## src/rtl/instruction_fetch_unit.sv

```systemverilog
// instruction_fetch_unit
//   Front end of the instruction path, sitting directly in front of a
//   2**ADDR_WIDTH x DATA_WIDTH instruction memory with a combinational read port.
//   - LOAD: boot words are accepted over a valid/ready handshake and written
//     sequentially from word address 0.
//   - RUN: the unit owns the program counter, drives the memory read address
//     and captures the returned word into the IF/ID register.
//   - Supports stall, redirect (branch/jump) and halt.
//
// Ports
//   clk, rst_all                 clock, synchronous active-high reset
//   boot_start                   begin a boot load (honoured in IDLE or HALT only)
//   load_valid/load_data/load_last/load_ready   boot word stream handshake
//   imem_we/imem_write_addr/imem_write_data      memory write port
//   imem_read_addr/imem_read_data                memory read port (combinational)
//   stall, redirect, redirect_addr, halt_req     run-phase control
//   if_instr, if_pc, if_valid                    IF/ID register to decode
//   state                        IDLE=0, LOAD=1, RUN=2, HALT=3
module instruction_fetch_unit #(
  parameter int                    ADDR_WIDTH = 7,
  parameter int                    DATA_WIDTH = 32,
  parameter logic [ADDR_WIDTH-1:0] RESET_PC   = '0
) (
  input  logic                  clk,
  input  logic                  rst_all,
  input  logic                  boot_start,
  input  logic                  load_valid,
  input  logic [DATA_WIDTH-1:0] load_data,
  input  logic                  load_last,
  output logic                  load_ready,
  output logic                  imem_we,
  output logic [ADDR_WIDTH-1:0] imem_write_addr,
  output logic [DATA_WIDTH-1:0] imem_write_data,
  output logic [ADDR_WIDTH-1:0] imem_read_addr,
  input  logic [DATA_WIDTH-1:0] imem_read_data,
  input  logic                  stall,
  input  logic                  redirect,
  input  logic [ADDR_WIDTH-1:0] redirect_addr,
  input  logic                  halt_req,
  output logic [DATA_WIDTH-1:0] if_instr,
  output logic [ADDR_WIDTH-1:0] if_pc,
  output logic                  if_valid,
  output logic [1:0]            state
);

  typedef enum logic [1:0] {
    ST_IDLE = 2'd0,
    ST_LOAD = 2'd1,
    ST_RUN  = 2'd2,
    ST_HALT = 2'd3
  } state_t;

  localparam logic [ADDR_WIDTH-1:0] ADDR_ONE  = ADDR_WIDTH'(1);
  localparam logic [ADDR_WIDTH-1:0] LAST_ADDR = '1;

  state_t                state_reg;
  logic [ADDR_WIDTH-1:0] pc_reg;
  logic [ADDR_WIDTH-1:0] load_cnt_reg;
  logic [DATA_WIDTH-1:0] if_instr_reg;
  logic [ADDR_WIDTH-1:0] if_pc_reg;
  logic                  if_valid_reg;

  // Memory-side signals are combinational so a boot word is written on the
  // same edge it is accepted, and the fetched word is ready within the cycle.
  assign load_ready      = (state_reg == ST_LOAD);
  assign imem_we         = (state_reg == ST_LOAD) && load_valid;
  assign imem_write_addr = load_cnt_reg;
  assign imem_write_data = load_data;
  assign imem_read_addr  = pc_reg;

  assign if_instr = if_instr_reg;
  assign if_pc    = if_pc_reg;
  assign if_valid = if_valid_reg;
  assign state    = state_reg;

  always_ff @(posedge clk) begin
    if (rst_all) begin
      state_reg    <= ST_IDLE;
      pc_reg       <= RESET_PC;
      load_cnt_reg <= '0;
      if_instr_reg <= '0;
      if_pc_reg    <= '0;
      if_valid_reg <= 1'b0;
    end else begin
      case (state_reg)
        ST_IDLE: begin
          if_valid_reg <= 1'b0;
          if (boot_start) begin
            state_reg    <= ST_LOAD;
            load_cnt_reg <= '0;
          end
        end

        ST_LOAD: begin
          if_valid_reg <= 1'b0;
          if (load_valid) begin
            // The last word is either flagged explicitly or implied by
            // filling the final memory location.
            if (load_last || (load_cnt_reg == LAST_ADDR)) begin
              state_reg    <= ST_RUN;
              pc_reg       <= RESET_PC;
              load_cnt_reg <= '0;
            end else begin
              load_cnt_reg <= load_cnt_reg + ADDR_ONE;
            end
          end
        end

        ST_RUN: begin
          if (halt_req) begin
            state_reg    <= ST_HALT;
            if_valid_reg <= 1'b0;
          end else if (redirect) begin
            // The word at the old pc is wrong-path: drop it, keep the
            // stale IF/ID contents but mark them dead.
            pc_reg       <= redirect_addr;
            if_valid_reg <= 1'b0;
          end else if (!stall) begin
            if_instr_reg <= imem_read_data;
            if_pc_reg    <= pc_reg;
            if_valid_reg <= 1'b1;
            pc_reg       <= pc_reg + ADDR_ONE;  // wraps modulo depth
          end
        end

        ST_HALT: begin
          if_valid_reg <= 1'b0;
          if (boot_start) begin
            state_reg    <= ST_LOAD;
            load_cnt_reg <= '0;
          end
        end

        default: state_reg <= ST_IDLE;
      endcase
    end
  end

endmodule

```

## config.mk

```make
export PLATFORM = sky130hd
export DESIGN_NAME = instruction_fetch_unit
export DESIGN_NICKNAME = d
export VERILOG_FILES = /design/src/rtl/instruction_fetch_unit.sv
export SDC_FILE = /design/constraint.sdc
export NUM_CORES = 1
export LEC_CHECK = 0
export ABC_CLOCK_PERIOD_IN_PS = 1680
export CAP_MARGIN = 0
export CORE_ASPECT_RATIO = 0.6
export CORE_MARGIN = 10
export CORE_UTILIZATION = 55
export CTS_CLUSTER_DIAMETER = 200
export CTS_CLUSTER_SIZE = 14
export DETAILED_ROUTE_END_ITERATION = 8
export DONT_BUFFER_PORTS = 1
export PLACE_DENSITY = 0.73
export SLEW_MARGIN = 20
export SYNTH_ARGS = -nofsm -noshare
export SYNTH_HDL_FRONTEND = slang
export SYNTH_SLANG_ARGS = --single-unit
export TNS_END_PERCENT = 10
```

## constraint.sdc

```tcl
create_clock -name clk -period 1.68 [get_ports clk]
set_input_delay 0.084 -clock clk [delete_from_list [all_inputs] [get_ports clk]]
set_output_delay 0.084 -clock clk [all_outputs]
set_load 0.05 [all_outputs]
```

==> results.json, run 1 <==
{
  "via_per_inst": 5.59,
  "worst_slack_ps": -38.7,
  "drtIter0Drc": 86,
  "status": "finished, violations left",
  "die_width_um": 110,
  "num_io_pins": 169,
  "fp.coreArea_um2": 4660,
  "power_leakage_uw": 0.00134,
  "tightest_slew_ps": 532,
  "area.growth.synth_to_final_pct": 31.9,
  "worstSkewPairLatency_ps": 310,
  "seqCellArea_um2": 1140,
  "cts_sinks": 56,
  "htree_levels": 2,
  "dpl.hpwl_um": 5680,
  "drive_gt1_frac": 0.284,
  "ys.flop_type": "dfxtp_1",
  "maxCapViolCount": 0,
  "syn_area_per_cell_um2": 8.13,
  "clock-skew-final_ps": 4.00,
  "io_buffer_count": 0,
  "critPathRequiredTime_ps": 1880,
  "num_vias": 2497,
  "wirelength_um": 8630,
  "grt.total_usage": 0.197,
  "violations": "negative hold slack, negative setup slack",
  "cp-start-kind": "flip-flop",
  "end_kind": "flip-flop",
  "cts-root-buf": "clkbuf_8",
  "synth_warnings": 0,
  "design_area_um2": 3550,
  "cts_tree": "built",
  "syn_nets": 416,
  "rsz0062_at_grt": "true",
  "crit_fanout": 3,
  "grt_max_degree": 43,
  "ant_nets": 0,
  "multiInputGateArea_um2": 1400,
  "drc": 0,
  "fp.dieH_um": 74.2,
  "cts_buffer_depth": 2,
  "synth_seq_cells": 56,
  "final_nets": 468,
  "setup_tns_ps": -116,
  "hold_path.class": "in -> reg",
  "grt_pass1_vias": 2466,
  "dpl_cell_area_um2": 2940,
  "synth_edf_count": 0,
  "maxSlewViolCount": 0,
  "critPathArrivalTime_ps": 1920,
  "fmax_ghz": 0.582,
  "n_fill_cell": 339,
  "antenna_found_initial": 0,
  "clkTransAtPathRegs_ps": 100,
  "synth_seq_area_share": 0.417,
  "post-route-min-period_ps": 1720,
  "row_count": 19,
  "slew-limit-headroom": 0.645,
  "final_util": 0.761,
  "synth_cells": 331,
  "fin_hold_ws_ps": -3.84,
  "synth_top_area_share": 0.417,
  "largest_reg_flops": 32,
  "firstDrtPassIters": 4,
  "ir_drop_v": 0.000650,
  "numCtsBuffers": 5,
  "async_reset_ff_frac": 0,
  "power_uw": 4050,
  "power_density_nw_per_um2": 1140,
  "gr-total-overflow": 0,
  "hold_viol": 1,
  "grt_pass1_wl_um": 12600,
  "synthTopCellsByArea": "dfxtp_1 42%, nand2_1 12%, buf_4 9.2%",
  "gp_congestion": 0.922,
  "die_area_um2": 8180,
  "synth_area_um2": 2690,
  "synth_top_cell_by_area": "dfxtp_1",
  "path_class": "reg -> reg",
  "fin_crit_sh": 1.02,
  "start_util": 0.577,
  "antenna-diode-count": 0,
  "finalSetupViolCount": 5,
  "drt-wirelength-per-cell_um": 19.3,
  "yosysUniqueCellTypes": 43
}
-- metrics by stage --
stage / instances / setup slack, ps
2_1_floorplan: 331 / -151
5_1_grt: 447 / -97.1
4_1_cts: 445 / -50.5
3_5_place_dp: 400 / -90.0
3_3_place_gp: 400 / -36.7
6_report: 447 / -38.7
-- final cells by class --
cell class | instances | share of cell area
tap | 63 | 0.0222
multi-input combinational | 222 | 0.395
timing repair buffer | 93 | 0.229
inverter | 5 | 0.00670
clock inverter | 3 | 0.00635
sequential | 56 | 0.322
clock buffer | 5 | 0.0194
-- worst paths after layout --
check                     startpoint                  to  slack [ps]  cells after the start
setup / recovery  imem_write_addr[0]            state[0]         -40                      5
hold / removal             load_last  imem_write_addr[5]          -4                      3
setup reg to reg  imem_write_addr[0]            state[0]         -40                      5
hold reg to reg          if_instr[0]         if_instr[0]         460                      2
-- where the power goes --
| group | switching, µW | total (µW) | internal, µW |
|---|---|---|---|
| sequential | 115 | 1530 | 1420 |
| combinational | 994 | 1770 | 773 |
| clock | 448 | 747 | 300 |
-- cell usage in the layout (no fill, tap or decap), types with 3 or more instances in the layout --
| master | n |
|---|---|
| nand2_1 | 87 |
| buf_4 | 56 |
| dfxtp_1 | 47 |
| a21oi_1 | 43 |
| dlygate4sd3_1 | 35 |
| nor2_1 | 11 |
| nor3_1 | 7 |
| nand3_1 | 6 |
| xnor2_1 | 6 |
| mux2i_1 | 5 |
| clkbuf_8 | 5 |
| dfxtp_2 | 5 |
| o21ai_0 | 4 |
| ha_4 | 4 |
| dfxtp_4 | 4 |
| inv_1 | 3 |
| o21a_1 | 3 |
| nor2b_4 | 3 |
-- Yosys cell counts, drive strengths merged, types with 2 or more instances --
| cell type | n |
|---|---|
| a211oi | 2 |
| a21oi | 44 |
| and2 | 4 |
| and2b | 2 |
| buf | 37 |
| clkbuf | 11 |
| dfxtp | 56 |
| ha | 6 |
| inv | 5 |
| mux2 | 2 |
| mux2i | 5 |
| nand2 | 87 |
| nand2b | 4 |
| nand3 | 6 |
| nor2 | 12 |
| nor2b | 5 |
| nor3 | 9 |
| nor4 | 2 |
| o211ai | 2 |
| o21a | 3 |
| o21ai | 5 |
| o32ai | 2 |
| xnor2 | 6 |
-- critical path, stage by stage (launching register included) --
cell	delay [ps]
dfxtp_4	370
ha_4	130
and4_4	240
a21oi_2	80
a2111oi_4	460
mux2_4	330
-- cells by family (layout without fill, tap and decap cells) --
logic type / after synthesis / in the layout / synth area share
simple gates: 137 / 137 / 0.229
compound gates: 66 / 66 / 0.153
mux: 7 / 7 / 0.0270
fa+ha+maj: 6 / 6 / 0.0279
flops: 56 / 56 / 0.417
xor+xnor: 6 / 6 / 0.0195
buf+inv: 53 / 106 / 0.126
-- what timing repair did --
| item | CTS | global route |
|---|---|---|
| resized for setup | 15 | 10 |
| setup endpoints to repair | 19 | 34 |
| hold buffers | 36 | 0 |
| pin swaps | 4 | 6 |
| buffers inserted | 1 | 2 |
| endpoints found under the hold margin | 43 | 0 |
-- routing by layer --
| layer | global-route usage | part of all wire | vias up | wire (µm) |
|---|---|---|---|---|
| li1 | - | - | 1170 | - |
| met1 | 0.214 | 0.37 | 1177 | 3160 |
| met2 | 0.318 | 0.46 | 116 | 4000 |
| met3 | 0.113 | 0.15 | 34 | 1260 |
| met4 | 0.0695 | 0.024 | 0 | 203 |
| met5 | 0 | 0 | - | 0 |
Note: power is estimated with default switching activity, not from simulation.
==> run 2: changes to the inputs <==
--- a/config.mk
+++ b/config.mk
@@ -14,6 +14,7 @@
 export CTS_CLUSTER_SIZE = 14
 export DETAILED_ROUTE_END_ITERATION = 8
 export DONT_BUFFER_PORTS = 1
+export MAX_ROUTING_LAYER = met4
 export PLACE_DENSITY = 0.73
 export SLEW_MARGIN = 20
 export SYNTH_ARGS = -nofsm -noshare
==> constraint.sdc (replaced) <==
create_clock -name clk -period 1.68 [get_ports clk]
set_input_delay 0.084 -clock clk [delete_from_list [all_inputs] [get_ports clk]]
set_output_delay 0.084 -clock clk [all_outputs]
set_load 0.01 [all_outputs]
==> run 2 against run 1 <==
  * The flow finishes with violations (negative setup slack)
  * Maximum frequency is 2.2% higher
  * Global-route usage fell by 1.7 points
  * First-iteration DRC count is 23% higher
  * Register-to-register slack better by 40 ps
  * Non-clock buffer count is 33 lower
==> results.json, run 2 (synthesis gave the netlist of run 1 again) <==
{
  "firstDrtPassIters": 4,
  "crit_fanout": 3,
  "maxCapViolCount": 0,
  "fp.coreArea_um2": 4660,
  "hold_viol": 0,
  "numCtsBuffers": 5,
  "violations": "negative setup slack",
  "grt.total_usage": 0.180,
  "io_buffer_count": 0,
  "r2r-start": "imem_write_addr[0]",
  "gr-total-overflow": 0,
  "wl_met3_um": 984,
  "fmax_ghz": 0.595,
  "rsz0062_at_grt": "true",
  "final_common_cell": "nand2_1",
  "status": "finished, violations left",
  "grt_pass1_vias": 2110,
  "end_kind": "flip-flop",
  "critical-path-slowest-cell": "or4b_4",
  "final_nets": 435,
  "finalSetupViolCount": 1,
  "drtIter0Drc": 106,
  "worstHoldEndpoint": "imem_read_addr[3]",
  "power_density_nw_per_um2": 1150,
  "cts_sinks": 56,
  "cp-start-kind": "flip-flop",
  "critPathRequiredTime_ps": 1890,
  "r2r.worst_path.cells": 5,
  "start_util": 0.577,
  "maxSlewViolCount": 0,
  "power_leakage_uw": 0.00116,
  "cts-root-buf": "clkbuf_8",
  "via_per_inst": 5.49,
  "ant_nets": 0,
  "seqCellArea_um2": 1140,
  "drt-wirelength-per-cell_um": 18.1,
  "n_fill_cell": 362,
  "htree_levels": 2,
  "tightest_slew_ps": 490,
  "layoutNonFillerInstCount": 413,
  "power_uw": 3790,
  "grt_pass1_wl_um": 11300,
  "path_class": "reg -> reg",
  "fp.dieH_um": 74.2,
  "clkTransAtPathRegs_ps": 100,
  "cts_buffer_depth": 2,
  "antenna_found_initial": 0,
  "die_area_um2": 8180,
  "critPathArrivalTime_ps": 1890,
  "wirelength_um": 7480,
  "ff2ff_setup_slack_ps": -2,
  "num_io_pins": 169,
  "worstSkewPairLatency_ps": 300,
  "ir_drop_v": 0.000661,
  "post-route-min-period_ps": 1680,
  "slew-limit-headroom": 0.672,
  "largest_reg_flops": 32,
  "worst_slack_ps": -1.77,
  "met2_length_um": 3310,
  "pre_cts_slack_ps": -110,
  "worstHoldStart": "redirect",
  "grt_max_degree": 44,
  "row_count": 19,
  "dpl.hpwl_um": 5130,
  "hold_depth": 2,
  "num_vias": 2269,
  "die_width_um": 110,
  "fin_crit_sh": 1.00,
  "met1_length_um": 3130,
  "cts_tree": "built",
  "top_layer_used": "met4",
  "hold_path.class": "in -> reg",
  "r2r-end": "imem_read_addr[6]",
  "multiInputGateArea_um2": 1360,
  "drc": 0,
  "dpl_cell_area_um2": 2710,
  "design_area_um2": 3290,
  "gp_congestion": 0.851,
  "area.growth.synth_to_final_pct": 22.5,
  "most-common-layout-cells": "87 x nand2_1, 52 x dfxtp_1, 43 x a21oi_1",
  "drive_gt1_frac": 0.194,
  "worst_path_largest_cell_delay_ps": 470,
  "clock-skew-final_ps": 11.4,
  "path_cells": "ha_4 -> and4_4 -> a31o_4 -> or4b_4 -> o32ai_2",
  "place_inst": 369,
  "antenna-diode-count": 0
}
## run 2: changes by cell type in the layout (fill, tap and decap cells not counted), sizes merged
cell	before	now
inv	6	5
dlygate4sd3	35	34
clkbuf	5	6
bufinv	0	1
buf	58	26
clkinv	2	0
## run 2: report_power, final
part           switching (µW)  internal (µW)
Clock                     419            527
Combinational             652            671
Sequential               98.3           1420
Total                    1170           2620
## run 2: repair_timing
action / CTS / global route
resized for setup: 12 / 7
buffers inserted: 2 / 0
pin swaps: 5 / 3
hold buffers: 35 / 0
endpoints found under the setup margin: 12 / 11
hold endpoints to repair: 44 / 0
## run 2: final cells by class
type                    instances  area share
clock buffers                   6      0.0285
multi-input cells             222       0.411
repair buffers                 60       0.175
inverters                       5     0.00722
clock inverters                 1     0.00912
well taps                      63      0.0239
flip-flops and latches         56       0.345
## run 2: worst max-delay path: cells and delay by family (launching register included)
family | cells | cell delay [ps]
AO/OA/AOI/OAI | 2 | 400
AND/OR/NAND/NOR | 2 | 700
flip-flops | 1 | 370
adder cells (fa/ha/maj) | 1 | 120
## run 2: stage by stage
step	TNS (ps)	utilization	hold slack, ps
finish	-1.77	0.707	5.13
global route	-191	0.707	0.617
CTS	-31.2	0.700	1.91
detailed placement	-750	0.582	158
global placement	-250	0.582	158
floorplan	-73.5	-	163
## run 2: how the worst max path moves through the flow
| stage | start | end | slack, ps | depth (start not counted) |
|---|---|---|---|---|
| 3_5_place_dp | imem_write_addr[0] | state[1] | -110 | 5 |
| 3_3_place_gp | imem_write_addr[0] | state[1] | -50 | 5 |
| 5_1_grt | imem_write_addr[0] | imem_read_addr[6] | -60 | 5 |
| 4_1_cts | state[0] | state[1] | -20 | 5 |
| 2_1_floorplan | state[1] | imem_read_addr[6] | -40 | 6 |
| 6_report | imem_write_addr[0] | imem_read_addr[6] | -2 | 5 |
## run 2: layer usage
| metal | global-route usage | vias up |
|---|---|---|
| li1 | - | 1106 |
| met2 | 0.258 | 117 |
| met5 | - | - |
| met3 | 0.0906 | 8 |
| met4 | 0.0383 | 0 |
| met1 | 0.221 | 1038 |
==> run 3: changes to the inputs <==
--- a/config.mk
+++ b/config.mk
@@ -9,13 +9,12 @@
 export CAP_MARGIN = 0
 export CORE_ASPECT_RATIO = 0.6
 export CORE_MARGIN = 10
-export CORE_UTILIZATION = 55
+export CORE_UTILIZATION = 32
 export CTS_CLUSTER_DIAMETER = 200
 export CTS_CLUSTER_SIZE = 14
 export DETAILED_ROUTE_END_ITERATION = 8
 export DONT_BUFFER_PORTS = 1
 export MAX_ROUTING_LAYER = met4
-export PLACE_DENSITY = 0.73
 export SLEW_MARGIN = 20
 export SYNTH_ARGS = -nofsm -noshare
 export SYNTH_HDL_FRONTEND = slang
==> run 3 against run 2 <==
  * The flow now finishes without violations
  * Clock power grew 23%
  * Clock skew decreased by 6.9 ps
  * Routed wire length increased by 5.6%
  * Largest cell class unchanged
  * Sequential share of layout area decreased by 1.0 points
  * Highest routed layer unchanged
  * Sequential cell count is the same
==> results.json, run 3 (synthesis gave the netlist of run 1 again) <==
{
  "status": "finished, final reports clean",
  "worstHoldStart": "redirect",
  "io_buffer_count": 0,
  "pre_cts_slack_ps": -75.1,
  "cts-root-buf": "clkbuf_16",
  "worst_slack_ps": 0.0515,
  "crit_fanout": 4,
  "firstDrtPassIters": 4,
  "setup_tns_ps": 0,
  "final_nets": 438,
  "critPathRequiredTime_ps": 1890,
  "num_io_pins": 169,
  "cts_buffer_depth": 2,
  "r2r.worst_path.cells": 6,
  "num_vias": 2272,
  "wirelength_um": 7900,
  "final_util": 0.422,
  "die_width_um": 138,
  "maxSlewViolCount": 0,
  "die_area_um2": 12600,
  "drive_gt1_frac": 0.189,
  "tightest_slew_ps": 468,
  "gr-total-overflow": 0,
  "crit_buf_inv": 1,
  "hold_depth": 3,
  "r2r-start": "state[1]",
  "largest_reg_flops": 32,
  "cpLargestDelayFamily": "compound AO/OA/AOI/OAI gates",
  "fmax_ghz": 0.595,
  "power_uw": 4010,
  "ant_nets": 0,
  "critPathArrivalTime_ps": 1890,
  "worst_path_largest_cell_delay_ps": 470,
  "end_kind": "flip-flop",
  "path_class": "reg -> reg",
  "power_density_nw_per_um2": 1180,
  "grt.total_usage": 0.124,
  "grt_pass1_vias": 2314,
  "via_per_inst": 4.92,
  "most-common-layout-cells": "87 x nand2_1, 52 x dfxtp_1, 44 x a21oi_1",
  "ff2ff_setup_slack_ps": 0.05,
  "path_cells": "inv_4 -> ha_4 -> a21bo_4 -> a31o_4 -> or4b_4 -> o32ai_2",
  "post-route-min-period_ps": 1680,
  "dpl.hpwl_um": 5690,
  "area.growth.synth_to_final_pct": 26.2,
  "clkTransAtPathRegs_ps": 70,
  "clock-skew-final_ps": 4.54,
  "rsz0062_at_grt": "true",
  "grt_pass1_wl_um": 12600,
  "cts_sinks": 56,
  "antenna-diode-count": 0,
  "htree_levels": 2,
  "cp-start-kind": "flip-flop",
  "fin_crit_sh": 1.00,
  "worstHoldEndpoint": "imem_read_addr[3]",
  "start_util": 0.335,
  "hold_path.class": "in -> reg",
  "numCtsBuffers": 5,
  "drc": 0,
  "drt-wirelength-per-cell_um": 17.1,
  "antenna_found_initial": 0,
  "fp.coreArea_um2": 8040,
  "r2r-end": "imem_read_addr[6]",
  "finalSetupViolCount": 0,
  "worstSkewPairLatency_ps": 290,
  "layoutNonFillerInstCount": 462,
  "row_count": 25,
  "power_leakage_uw": 0.00119,
  "drtIter0Drc": 166,
  "gp_congestion": 0.843,
  "critical-path-slowest-cell": "or4b_4",
  "path_depth": 6,
  "slew-limit-headroom": 0.686,
  "hold_viol": 0,
  "place_inst": 416,
  "ir_drop_v": 0.000456,
  "fp.dieH_um": 91.0,
  "final_common_cell": "nand2_1",
  "maxCapViolCount": 0,
  "grt_max_degree": 43,
  "cts_tree": "built"
}
run 3: area by class of cell:
cell class / instances / area, µm²
fill: 770 / 4640
timing repair buffer: 63 / 589
sequential: 56 / 1140
clock inverter: 3 / 37.5
inverter: 5 / 23.8
multi-input combinational: 222 / 1350
clock buffer: 5 / 125
tap: 108 / 135
run 3: worst register-to-register path: stages, from the launching register on:
cell and delay (ps):
dfxtp_4 400, inv_4 50, ha_4 160, a21bo_4 170
a31o_4 90, or4b_4 470, o32ai_2 260
run 3: repair_timing:
| action | 4_1_cts | 5_1_grt |
|---|---|---|
| pin swaps | 5 | 3 |
| endpoints found under the hold margin | 42 | 0 |
| gates resized for setup | 8 | 10 |
| setup endpoints to repair | 13 | 39 |
| buffers inserted | 0 | 2 |
| hold buffers | 36 | 0 |
run 3: routing by layer:
| metal | part of all wire | up-vias | global-route usage |
|---|---|---|---|
| met5 | 0 | - | - |
| met4 | 0.0072 | 0 | 0.0306 |
| met3 | 0.12 | 8 | 0.0645 |
| met2 | 0.45 | 101 | 0.191 |
| met1 | 0.42 | 1045 | 0.138 |
| li1 | - | 1118 | - |
run 3: power by group:
group / internal, µW / leakage, µW / switching (µW)
Clock: 694 / 0.0000789 / 465
Combinational: 681 / 0.000658 / 652
Sequential: 1420 / 0.000455 / 99.4
Total: 2790 / 0.00119 / 1220
run 3: worst max-delay path by stage:
stage	start	end
final	state[1]	imem_read_addr[6]
after global routing	imem_write_addr[0]	imem_read_addr[6]
after CTS	imem_write_addr[0]	imem_read_addr[6]
after detailed placement	imem_write_addr[0]	state[1]
after global placement	imem_write_addr[0]	imem_write_addr[6]
after floorplan	state[1]	imem_read_addr[6]
run 3: stage by stage:
stage / hold WS, ps / instance area (µm²)
floorplan: 163 / 2760
global placement: 158 / 2770
detailed placement: 161 / 2770
CTS: 6.60 / 3340
global route: 18.9 / 3400
finish: 17.9 / 3400
